--- config.mk ---
export PLATFORM = sky130hd
export DESIGN_NAME = lightsaber_blade_driver
export DESIGN_NICKNAME = d
export VERILOG_FILES = /design/src/rtl/lightsaber_blade_driver.sv
export SDC_FILE = /design/constraint.sdc
export NUM_CORES = 1
export LEC_CHECK = 0
export CORE_UTILIZATION = 40
export CTS_CLUSTER_SIZE = 28
export DETAILED_ROUTE_END_ITERATION = 7
export HOLD_SLACK_MARGIN = 0.02
export PLACE_DENSITY = 0.72
export SLEW_MARGIN = 15
export SYNTH_ARGS = -nofsm -noshare
export SYNTH_HDL_FRONTEND = slang
export SYNTH_SLANG_ARGS = --single-unit
export TNS_END_PERCENT = 10
--- constraint.sdc ---
create_clock -name clk -period 2 [get_ports clk]
set_input_delay 0.6 -clock clk [delete_from_list [all_inputs] [get_ports clk]]
set_output_delay 0.6 -clock clk [all_outputs]
set_load 0.01 [all_outputs]
--- src/rtl/lightsaber_blade_driver.sv ---
`default_nettype none
// ============================================================================
//  Module      : lightsaber_blade_driver
//  Description : Animates the blade bars (ignite, hold, retract) one segment
//                per prescaled step from the registered blade configuration.
//  Revision    : 1.0 - initial release
// ============================================================================
module lightsaber_blade_driver #(
    parameter int LEN      = 8,
    parameter int STEP_DIV = 4
) (
    input  logic           clk,
    input  logic           rst,
    input  logic           en,
    input  logic [1:0]     Config,
    output logic [LEN-1:0] BladeA,
    output logic [LEN-1:0] BladeB,
    output logic           Hilt,
    output logic           Busy,
    output logic           Ready
);

    localparam int C_LVL_W = $clog2(LEN + 1);
    localparam int C_PRE_W = (STEP_DIV > 1) ? $clog2(STEP_DIV) : 1;
    localparam logic [C_LVL_W-1:0] C_LVL_MAX = C_LVL_W'(LEN);
    localparam logic [C_LVL_W-1:0] C_LVL_PEN = C_LVL_W'(LEN - 1);
    localparam logic [C_PRE_W-1:0] C_PRE_MAX = C_PRE_W'(STEP_DIV - 1);

    typedef enum logic [1:0] {
        S_OFF     = 2'd0,
        S_IGNITE  = 2'd1,
        S_ON      = 2'd2,
        S_RETRACT = 2'd3
    } state_t;

    state_t               r_state;
    state_t               w_state_nxt;
    logic [C_LVL_W-1:0]   r_lvl;
    logic [C_LVL_W-1:0]   w_lvl_nxt;
    logic [1:0]           r_cfg;
    logic [1:0]           w_cfg_nxt;
    logic [C_PRE_W-1:0]   r_presc;
    logic [C_PRE_W-1:0]   w_presc_nxt;
    logic                 w_want;
    logic                 w_abort;
    logic                 w_step;
    logic [LEN-1:0]       w_therm;

    always_ff @(posedge clk) begin
        if (rst) begin
            r_state <= S_OFF;
            r_lvl   <= '0;
            r_cfg   <= 2'd0;
            r_presc <= '0;
        end else begin
            r_state <= w_state_nxt;
            r_lvl   <= w_lvl_nxt;
            r_cfg   <= w_cfg_nxt;
            r_presc <= w_presc_nxt;
        end
    end

    assign w_want  = en && (Config != 2'd0);
    assign w_abort = !w_want || (Config != r_cfg);
    assign w_step  = (r_presc == C_PRE_MAX);

    always_comb begin
        w_state_nxt = r_state;
        w_lvl_nxt   = r_lvl;
        w_cfg_nxt   = r_cfg;
        case (r_state)
            S_OFF: begin
                if (w_want) begin
                    w_cfg_nxt   = Config;
                    w_state_nxt = S_IGNITE;
                end
            end
            S_IGNITE: begin
                if (w_abort) begin
                    w_state_nxt = S_RETRACT;
                end else if (w_step && (r_lvl != C_LVL_MAX)) begin
                    w_lvl_nxt = r_lvl + C_LVL_W'(1);
                    if (r_lvl == C_LVL_PEN) begin
                        w_state_nxt = S_ON;
                    end
                end
            end
            S_ON: begin
                if (w_abort) begin
                    w_state_nxt = S_RETRACT;
                end
            end
            default: begin
                // The dark check wins over stepping, so a retraction never
                // underflows and only ever exits once fully retracted.
                if (r_lvl == '0) begin
                    if (w_want) begin
                        w_cfg_nxt   = Config;
                        w_state_nxt = S_IGNITE;
                    end else begin
                        w_cfg_nxt   = 2'd0;
                        w_state_nxt = S_OFF;
                    end
                end else if (w_step) begin
                    w_lvl_nxt = r_lvl - C_LVL_W'(1);
                end
            end
        endcase
    end

    always_comb begin
        w_presc_nxt = r_presc + C_PRE_W'(1);
        if ((w_state_nxt != r_state) || w_step) begin
            w_presc_nxt = '0;
        end
    end

    always_comb begin
        w_therm = '0;
        for (int i = 0; i < LEN; i++) begin
            w_therm[i] = (i < int'(r_lvl));
        end
    end

    assign BladeA = (r_cfg != 2'd0) ? w_therm : '0;
    assign BladeB = (r_cfg == 2'd2) ? w_therm : '0;
    assign Hilt   = (r_cfg == 2'd3) && (r_lvl != '0);
    assign Busy   = (r_state == S_IGNITE) || (r_state == S_RETRACT);
    assign Ready  = (r_state == S_ON);

endmodule
`default_nettype wire

==> impl_metrics.toml, run 1 <==
[floorplan]
pin_count = 24
die_height_um = 50.5
initial_core_util_pct = 42.5
die_w_um = 50.5
design.core.area_mm2 = 0.00221
rows = 17
die-area_mm2 = 0.00255

[synth]
synthDistinctLibCells = 39
postSynthAreaPerCell_um2 = 8.04
synthesis.nets = 130
synth_edf_count = 0
synth_area_um2 = 941
ys.flop_type = "dfxtp_1"
yosysSeqAreaShare_pct = 21.3
async_flop_share_pct = 0
ys_warn_count = 0
synth_seq_cells = 10
syn_inst = 117

[grt]
grt_pass1_wl_um = 4420
grt_max_degree = 11
overflow = 0
grt_pass1_vias = 1002
grtUsageTotal_pct = 23.6
antenna_found_initial = 0

[cells_and_area]
layout_common_cells = "buf_4 (26), nor2_1 (25), a21oi_1 (7), dfxtp_2 (7)"
syn2layout_area_growth_pct = 53.7
finalNonFillerCells = 192
antenna_cells = 0
final_common_cell = "buf_4"
utilization_pct = 65.4
final_layout_size_suffix_gt1_share_pct = 43.3
layout.nets = 179
final_area_mm2 = 0.00145

[place]
dp_hpwl_um = 2010
dpl.cell_count = 189
dp_slack_ns = -0.365
post_dp_cell_area_mm2 = 0.00136
port-buffer-count = 23
routabilityCongestion = 0.916

[clock_tree]
numCtsBuffers = 3
cts_root_buf = "clkbuf_4"
cts.htree.levels = 1
cts_setup_buffers = 0
path_clk_slew_ns = 0.07
clkLatencyLatePin_ns = 0.28
cts_sinks = 10
holdBufCountCts = 0
cts_tree = "built"
cts_max_path_buffers = 2

[pwr]
powerDensity_mw_per_mm2 = 839
pwr-share-clk_pct = 12.7
p_comb_share_pct = 62.9
leakagePower_nw = 0.716
p_sw_share_pct = 43.0
p_int_uw = 691
finalPower_mw = 1.21
irDropWorstVdd_uv = 636
seq_power_share_pct = 24.4
switchingPower_uw = 522

[routing]
drc = 0
vias_per_cell = 5.51
vias = 1057
postRouteAntennaNets = 0
drt-pass1-iter-count = 4
wl_um = 2620
wl_per_cell_um = 13.7
first_iter_violations = 28

[timing]
fmax_mhz = 476
finalHoldViolCount = 0
rsz0062_at_grt = "true"
finalSetupTns_ns = -0.101
report.final.setup_viol = 1
tightest_slew_ns = 0.451
fin_crit_sh_pct = 105
hold_ws_ns = 0.454
period_needed_ns = 2.10
maxSlewViolCount = 0
worst_slack_ns = -0.101
clock-skew-final_ns = 0.00215
max-slew-margin-rel_pct = 69.5

[critical_path]
startpoint_type = "flop"
path_class = "reg -> out"
cp-end-kind = "output port"
cp_max_fo = 2
cp.required_ns = 1.40
arrival_ns = 1.50

[flow_run]
max_cap_viol_count = 0

[min_path]
hp-class = "reg -> reg"

[outcome]
violations = "setup timing"
status = "complete, but fails checks"
## flip-flops by register name, indices dropped and copies added, names as in the netlist
signal,flops
r_cfg,2
r_presc,2
r_state,2
r_lvl,4
## worst max-delay path: stages, from the launching register on
cell and delay (ns):
dfxtp_2 0.33, inv_2 0.07, ha_4 0.14, or3b_4 0.38, and3_1 0.17, buf_2 0.13
## routing by layer
layer,GRT usage [%],part of all wire [%],vias to the layer above
met5,0,0,-
met4,14.4,3.0,0
met3,3.33,6.6,7
met2,39.6,48,44
met1,28.0,43,492
li1,-,-,514
## what timing repair did
item,CTS,global route
pin swaps,6,1
gates cloned,0,0
setup endpoints to repair,24,21
gates resized for setup,59,21
## synthesized netlist by cell type (all sizes together), types with 3 or more instances
cell | count | share of area [%]
ha | 8 | 11
nor2 | 27 | 12
inv | 7 | 2.8
dfxtp | 10 | 21
a211oi | 3 | 2.4
and3 | 3 | 2.0
xnor2 | 5 | 4.7
mux2i | 4 | 4.3
o21a | 5 | 4.0
a21oi | 9 | 4.8
buf | 5 | 4.4
## final timing paths
path	startpoint	end	slack, ns	cells after the start
worst max-delay path	r_lvl[1]$_SDFFE_PP0P_	Hilt	-0.10	5
worst max register to register	r_state[1]$_SDFF_PP0_	r_presc[1]$_SDFF_PP0_	0.17	8
worst min register to register	r_presc[0]$_SDFF_PP0_	r_presc[0]$_SDFF_PP0_	0.45	1
worst min-delay path	r_presc[0]$_SDFF_PP0_	r_presc[0]$_SDFF_PP0_	0.45	1
## cell type report
| type | instances | area (um^2) |
|---|---|---|
| Clock buffer | 3 | 22.5 |
| Fill cell | 187 | 766 |
| Inverter | 7 | 26.3 |
| Multi-Input combinational cell | 94 | 753 |
| Sequential cell | 10 | 209 |
| Tap cell | 28 | 35.0 |
| Timing Repair Buffer | 50 | 400 |
## power groups by stage
stage | Clock, mW | Sequential (mW) | Combinational [mW]
2_1_floorplan | 0 | 0.283 | 0.461
5_1_grt | 0.161 | 0.303 | 0.845
4_1_cts | 0.155 | 0.288 | 0.725
6_report | 0.154 | 0.296 | 0.764
3_3_place_gp | 0 | 0.280 | 0.695
3_5_place_dp | 0 | 0.283 | 0.718
## logic make-up (layout without fill, tap and decap cells)
group | count (synthesis) | in the layout | synth area share, %
AO/OA/AOI/OAI | 30 | 30 | 24.1
XOR/XNOR | 6 | 6 | 5.59
adder cells (fa/ha/maj) | 8 | 8 | 10.6
buffers and inverters | 13 | 60 | 7.58
flip-flops | 10 | 10 | 21.3
multiplexers | 5 | 5 | 5.45
AND/OR/NAND/NOR | 45 | 45 | 25.4
Power figures use the tool's default switching activity.
==> inputs of run 2 (changes only) <==
Settings changed: ABC_AREA set to 1, DONT_BUFFER_PORTS set to 1, PLACE_DENSITY 0.72 to 0.59.
==> run 2 against run 1 <==
Effect of this change:
- the flow now finishes without violations
- sequential share of layout area grew 5.0 points
- register-to-register slack gained 0.03 ns
- wire length shrank 22%
- worst setup slack gained 0.12 ns
- sequential cell count is the same
- non-clock buffer count shrank 48
- critical path type unchanged
==> impl_metrics.toml, run 2 <==
[cells_and_area]
largest_reg_flops = 4
final_common_cell = "nand2_1"
multi_input_comb_area_um2 = 671
syn2layout_area_growth_pct = 13.3
antenna_cells = 0
utilization_pct = 47.8
layout_common_cells = "nand2_1 (28), inv_1 (20), nor2_1 (19)"
fill_cells = 238
register_area_um2 = 204
layout.nets = 166
final_layout_size_suffix_gt1_share_pct = 16.4
top_register = "r_lvl"
finalNonFillerCells = 180

[critical_path]
cp.required_ns = 1.40
cp-end-kind = "output port"
critPathBufInv = 1
crit_chain = "inv_1, ha_2, nand2_4, nor2_4, nor3_1"
path_class = "reg -> out"
cpPeakStageDelay_ns = 0.35
arrival_ns = 1.38
startpoint_type = "flop"
crit_family = "simple AND/OR/NAND/NOR gates"
crit_slowest_cell = "nor3_1"
r2r_setup_slack_ns = 0.20
cp_max_fo = 10

[floorplan]
initial_core_util_pct = 42.2
die_w_um = 50.1
die-area_mm2 = 0.00251
rows = 17
die_height_um = 50.1
design.core.area_mm2 = 0.00219
pin_count = 24

[synth]
synth.top_cell.area_share_pct = 21.7
synthDistinctLibCells = 26
yosys.area_share.simple_pct = 35.3
synth_common_cells = "nand2_1 (28), inv_1 (21), nor2_1 (19)"
synth-adder-area-share_pct = 10.8
postSynthAreaPerCell_um2 = 6.33
synth_mux_area_share_pct = 0
ys_top_cells_by_area = "dfxtp_1 (22%), nand2_1 (11%), ha_1 (11%)"
yosys.area.top_type = "dfxtp_1"
synth_compound_area_share_pct = 20.0
synth_xor_area_share_pct = 2.84
synth_seq_cells = 10
yosysMostFrequentCell = "nand2_1"
ys.flop_type = "dfxtp_1"
synthesis.nets = 159
synth_edf_count = 0
yosysSeqAreaShare_pct = 21.7
ys_warn_count = 0
async_flop_share_pct = 0
synth_area_um2 = 925
syn_inst = 146
synth_top_family_by_area = "simple AND/OR/NAND/NOR gates"

[pwr]
finalPower_mw = 1.19
irDropWorstVdd_uv = 928
leakagePower_nw = 0.462
powerDensity_mw_per_mm2 = 1140

[routing]
wl_um = 2040
first_iter_violations = 21
drt-pass1-iter-count = 4
drc = 0
vias_per_cell = 5.13
vias = 923
wl_per_cell_um = 11.3
postRouteAntennaNets = 0

[min_path]
hp-class = "in -> reg"

[timing]
max-slew-margin-rel_pct = 60.1
hold_ws_ns = 0.385
fin_crit_sh_pct = 99.1
fmax_mhz = 505
maxSlewViolCount = 0
report.final.setup_viol = 0
worst_slack_ns = 0.0186
tightest_slew_ns = 0.596
period_needed_ns = 1.98
finalHoldViolCount = 0
rsz0062_at_grt = "true"
clock-skew-final_ns = 0.0127

[clock_tree]
cts.htree.levels = 1
clkLatencyLatePin_ns = 0.27
path_clk_slew_ns = 0.08
cts_tree = "built"
holdBufCountCts = 0
cts_sinks = 10
cts_max_path_buffers = 2
numCtsBuffers = 3
cts_root_buf = "clkbuf_4"

[place]
routabilityCongestion = 0.808
dpl.cell_count = 176
dp_slack_ns = 0.137
port-buffer-count = 0
dp_hpwl_um = 1580

[grt]
grtUsageTotal_pct = 16.6
overflow = 0
grt_max_degree = 11
antenna_found_initial = 0
grt_pass1_vias = 714
use_met1_pct = 23.1
use_met3_pct = 3.40
grt_pass1_wl_um = 3220
use_met2_pct = 24.4
busiest_layer = "met2"

[outcome]
status = "complete, no violations"

[flow_run]
max_cap_viol_count = 0
run 2: worst reg2reg max path, stage by stage, from the launching register on:
cell and delay, ns:
dfxtp_1 0.46, inv_1 0.13, ha_1 0.28, inv_1 0.15, nand3_2 0.08, nand2_1 0.06
nand2_1 0.05, nand2_1 0.05, nand2_1 0.06, nand2_2 0.08, nand2_1 0.05, nand2_1 0.06
nand2_1 0.05, inv_1 0.04, nand2_1 0.06, nor2_1 0.08
run 2: stage by stage:
| step | setup TNS, ns | instance area [um^2] |
|---|---|---|
| floorplan | 0 | 925 |
| global placement | 0 | 975 |
| detailed placement | 0 | 975 |
| CTS | 0 | 1030 |
| global route | -0.107 | 1050 |
| finish | 0 | 1050 |
run 2: path summary, 6_finish.rpt:
kind / cells after the start / to / start
worst max-delay path: 5 / BladeA[1] / r_lvl[0]$_SDFFE_PP0P_
worst min-delay path: 1 / r_state[1]$_SDFF_PP0_ / rst
worst max register to register: 15 / r_presc[0]$_SDFF_PP0_ / r_state[0]$_SDFF_PP0_
worst min register to register: 1 / r_presc[0]$_SDFF_PP0_ / r_presc[0]$_SDFF_PP0_
run 2: cells by family after synthesis:
kind of cell,after synthesis
adder cells (fa/ha/maj),8
buffers and inverters,23
flip-flops,10
AO/OA/AOI/OAI,34
XOR/XNOR,3
AND/OR/NAND/NOR,68
run 2: cell type report:
type,instances,share of cell area (%)
multi-input combinational,113,64.0
sequential,10,19.5
inverter,23,8.24
clock buffer,4,3.46
tap,28,3.35
timing repair buffer,2,1.43
run 2: where the power goes:
group | internal [mW] | switching [mW]
clock | 0.110 | 0.0780
sequential | 0.251 | 0.0594
combinational | 0.231 | 0.465
run 2: layer usage:
metal  share of wire [%]  vias up
met5                   0        -
met4                0.59        0
met3                 6.6        2
met2                  43       25
met1                  50      403
li1                    -      493
run 2: timing repair:
| action | in CTS | in global routing |
|---|---|---|
| setup endpoints to repair | 5 | 6 |
| resized for setup | 6 | 4 |
| pin swaps | 1 | 0 |
| setup buffers | 0 | 0 |
| hold endpoints to repair | 0 | 0 |
==> inputs of run 3 (changes only) <==
Settings changed: RECOVER_POWER set to 100.
==> run 3 against run 2 <==
Effect of this change:
- sequential cell count did not move
- clock-buffer cell count did not move
- via count rose by 0.43%
- core utilization fell by 0.46 points
- largest cell class unchanged
- largest power group unchanged
==> impl_metrics.toml, run 3 (synthesized netlist as in run 2, its figures left out) <==
[place]
dpl.cell_count = 176
port-buffer-count = 0
dp_hpwl_um = 1580
routabilityCongestion = 0.808

[floorplan]
die_height_um = 50.1
initial_core_util_pct = 42.2
die-area_mm2 = 0.00251
design.core.area_mm2 = 0.00219
rows = 17
die_w_um = 50.1
pin_count = 24

[routing]
postRouteAntennaNets = 0
wl_per_cell_um = 11.4
vias_per_cell = 5.15
top_layer = "met4"
wl_um = 2060
first_iter_violations = 24
vias = 927
dr_wl_met3_um = 138
wl_met2_um = 888
wl_met1_um = 1020
drc = 0
drt-pass1-iter-count = 4

[critical_path]
crit_chain = "inv_1, ha_2, nand2_4, nor2_4, nor3_1"
cp.required_ns = 1.40
crit_family = "simple AND/OR/NAND/NOR gates"
path_class = "reg -> out"
cp_max_fo = 10
critPathBufInv = 1
crit_slowest_cell = "nor3_1"
cpPeakStageDelay_ns = 0.35
arrival_ns = 1.38
startpoint_type = "flop"
cp-end-kind = "output port"

[min_path]
hp-class = "in -> reg"

[clock_tree]
cts_sinks = 10
cts_max_path_buffers = 2
holdBufCountCts = 0
cts.htree.levels = 1
cts_setup_buffers = 0
clkLatencyLatePin_ns = 0.27
cts_root_buf = "clkbuf_4"
cts_tree = "built"
path_clk_slew_ns = 0.08
numCtsBuffers = 3

[pwr]
finalPower_mw = 1.18
pwr-share-clk_pct = 15.8
switchingPower_uw = 594
p_comb_share_pct = 58.0
irDropWorstVdd_uv = 922
seq_power_share_pct = 26.1
leakagePower_nw = 0.463
p_int_uw = 590
powerDensity_mw_per_mm2 = 1140
p_sw_share_pct = 50.2

[timing]
report.final.setup_viol = 0
fin_crit_sh_pct = 99.0
period_needed_ns = 1.98
rsz0062_at_grt = "true"
fmax_mhz = 505
finalHoldViolCount = 0
maxSlewViolCount = 0
clock-skew-final_ns = 0.0119
max-slew-margin-rel_pct = 60.2
tightest_slew_ns = 0.595

[cells_and_area]
finalNonFillerCells = 180
largest_reg_flops = 4
final_layout_size_suffix_gt1_share_pct = 15.1
layout.nets = 166
top_register = "r_lvl"
syn2layout_area_growth_pct = 12.2
layout_common_cells = "nand2_1 (29), nor2_1 (20), inv_1 (20)"
utilization_pct = 47.3
antenna_cells = 0
final_common_cell = "nand2_1"
fill_cells = 241

[grt]
grt_max_degree = 11
grt_pass1_wl_um = 3220
grtUsageTotal_pct = 16.6
overflow = 0
grt_pass1_vias = 714
antenna_found_initial = 0

[flow_run]
max_cap_viol_count = 0

[outcome]
status = "complete, no violations"
## run 3: cell counts in the layout (fill, tap and decap cells not counted)
Identical to the previous run, type by type.
## run 3: worst paths after layout
path | start | end | slack, ns | cells after the start
setup reg to reg | r_state[0]$_SDFF_PP0_ | r_lvl[3]$_SDFFE_PP0P_ | 0.10 | 9
setup / recovery | r_lvl[0]$_SDFFE_PP0P_ | BladeA[1] | 0.02 | 5
hold / removal | rst | r_state[1]$_SDFF_PP0_ | 0.39 | 1
hold reg to reg | r_presc[0]$_SDFF_PP0_ | r_presc[0]$_SDFF_PP0_ | 0.42 | 1
## run 3: cell type report
class	count	area, um^2	share of cell area (%)
sequential	10	204	19.7
timing repair buffer	2	15.0	1.45
tap	28	35.0	3.38
inverter	23	86.3	8.32
clock buffer	4	36.3	3.50
multi-input combinational	113	661	63.7
## run 3: stage by stage
step                      hold WS (ns)  instance area, um^2  setup WS, ns  setup TNS [ns]
after floorplan                  0.397                  925         0.149               0
after global placement           0.407                  975         0.169               0
after detailed placement         0.412                  975         0.137               0
after CTS                        0.380                 1030       0.00114               0
after global routing             0.374                 1040       -0.0511          -0.234
final                            0.387                 1040        0.0193               0
## run 3: worst register-to-register path, delay by kind of cell (launching register included)
kind / cells / cell delay, ns
and+or+nand+nor: 4 / 0.64
DFF: 1 / 0.45
buffers and inverters: 3 / 0.32
adders and majority gates: 1 / 0.28
AOI/OAI and AO/OA: 1 / 0.14
## run 3: power groups by stage
| stage | logic [mW] | clock network, mW | registers [mW] |
|---|---|---|---|
| final | 0.687 | 0.188 | 0.309 |
| after global routing | 0.795 | 0.205 | 0.317 |
| after CTS | 0.682 | 0.196 | 0.309 |
| after detailed placement | 0.672 | 0 | 0.315 |
| after global placement | 0.667 | 0 | 0.314 |
| after floorplan | 0.550 | 0 | 0.300 |
## run 3: layer usage
metal | GRT usage (%) | vias up
met3 | 3.40 | 2
li1 | - | 491
met4 | 7.14 | 0
met5 | 0 | -
met1 | 23.1 | 409
met2 | 24.4 | 25
## run 3: repair_timing
action,in CTS,in global routing
pin swaps,1,0
gates resized for setup,6,4
gates cloned,0,0
endpoints found under the setup margin,5,6
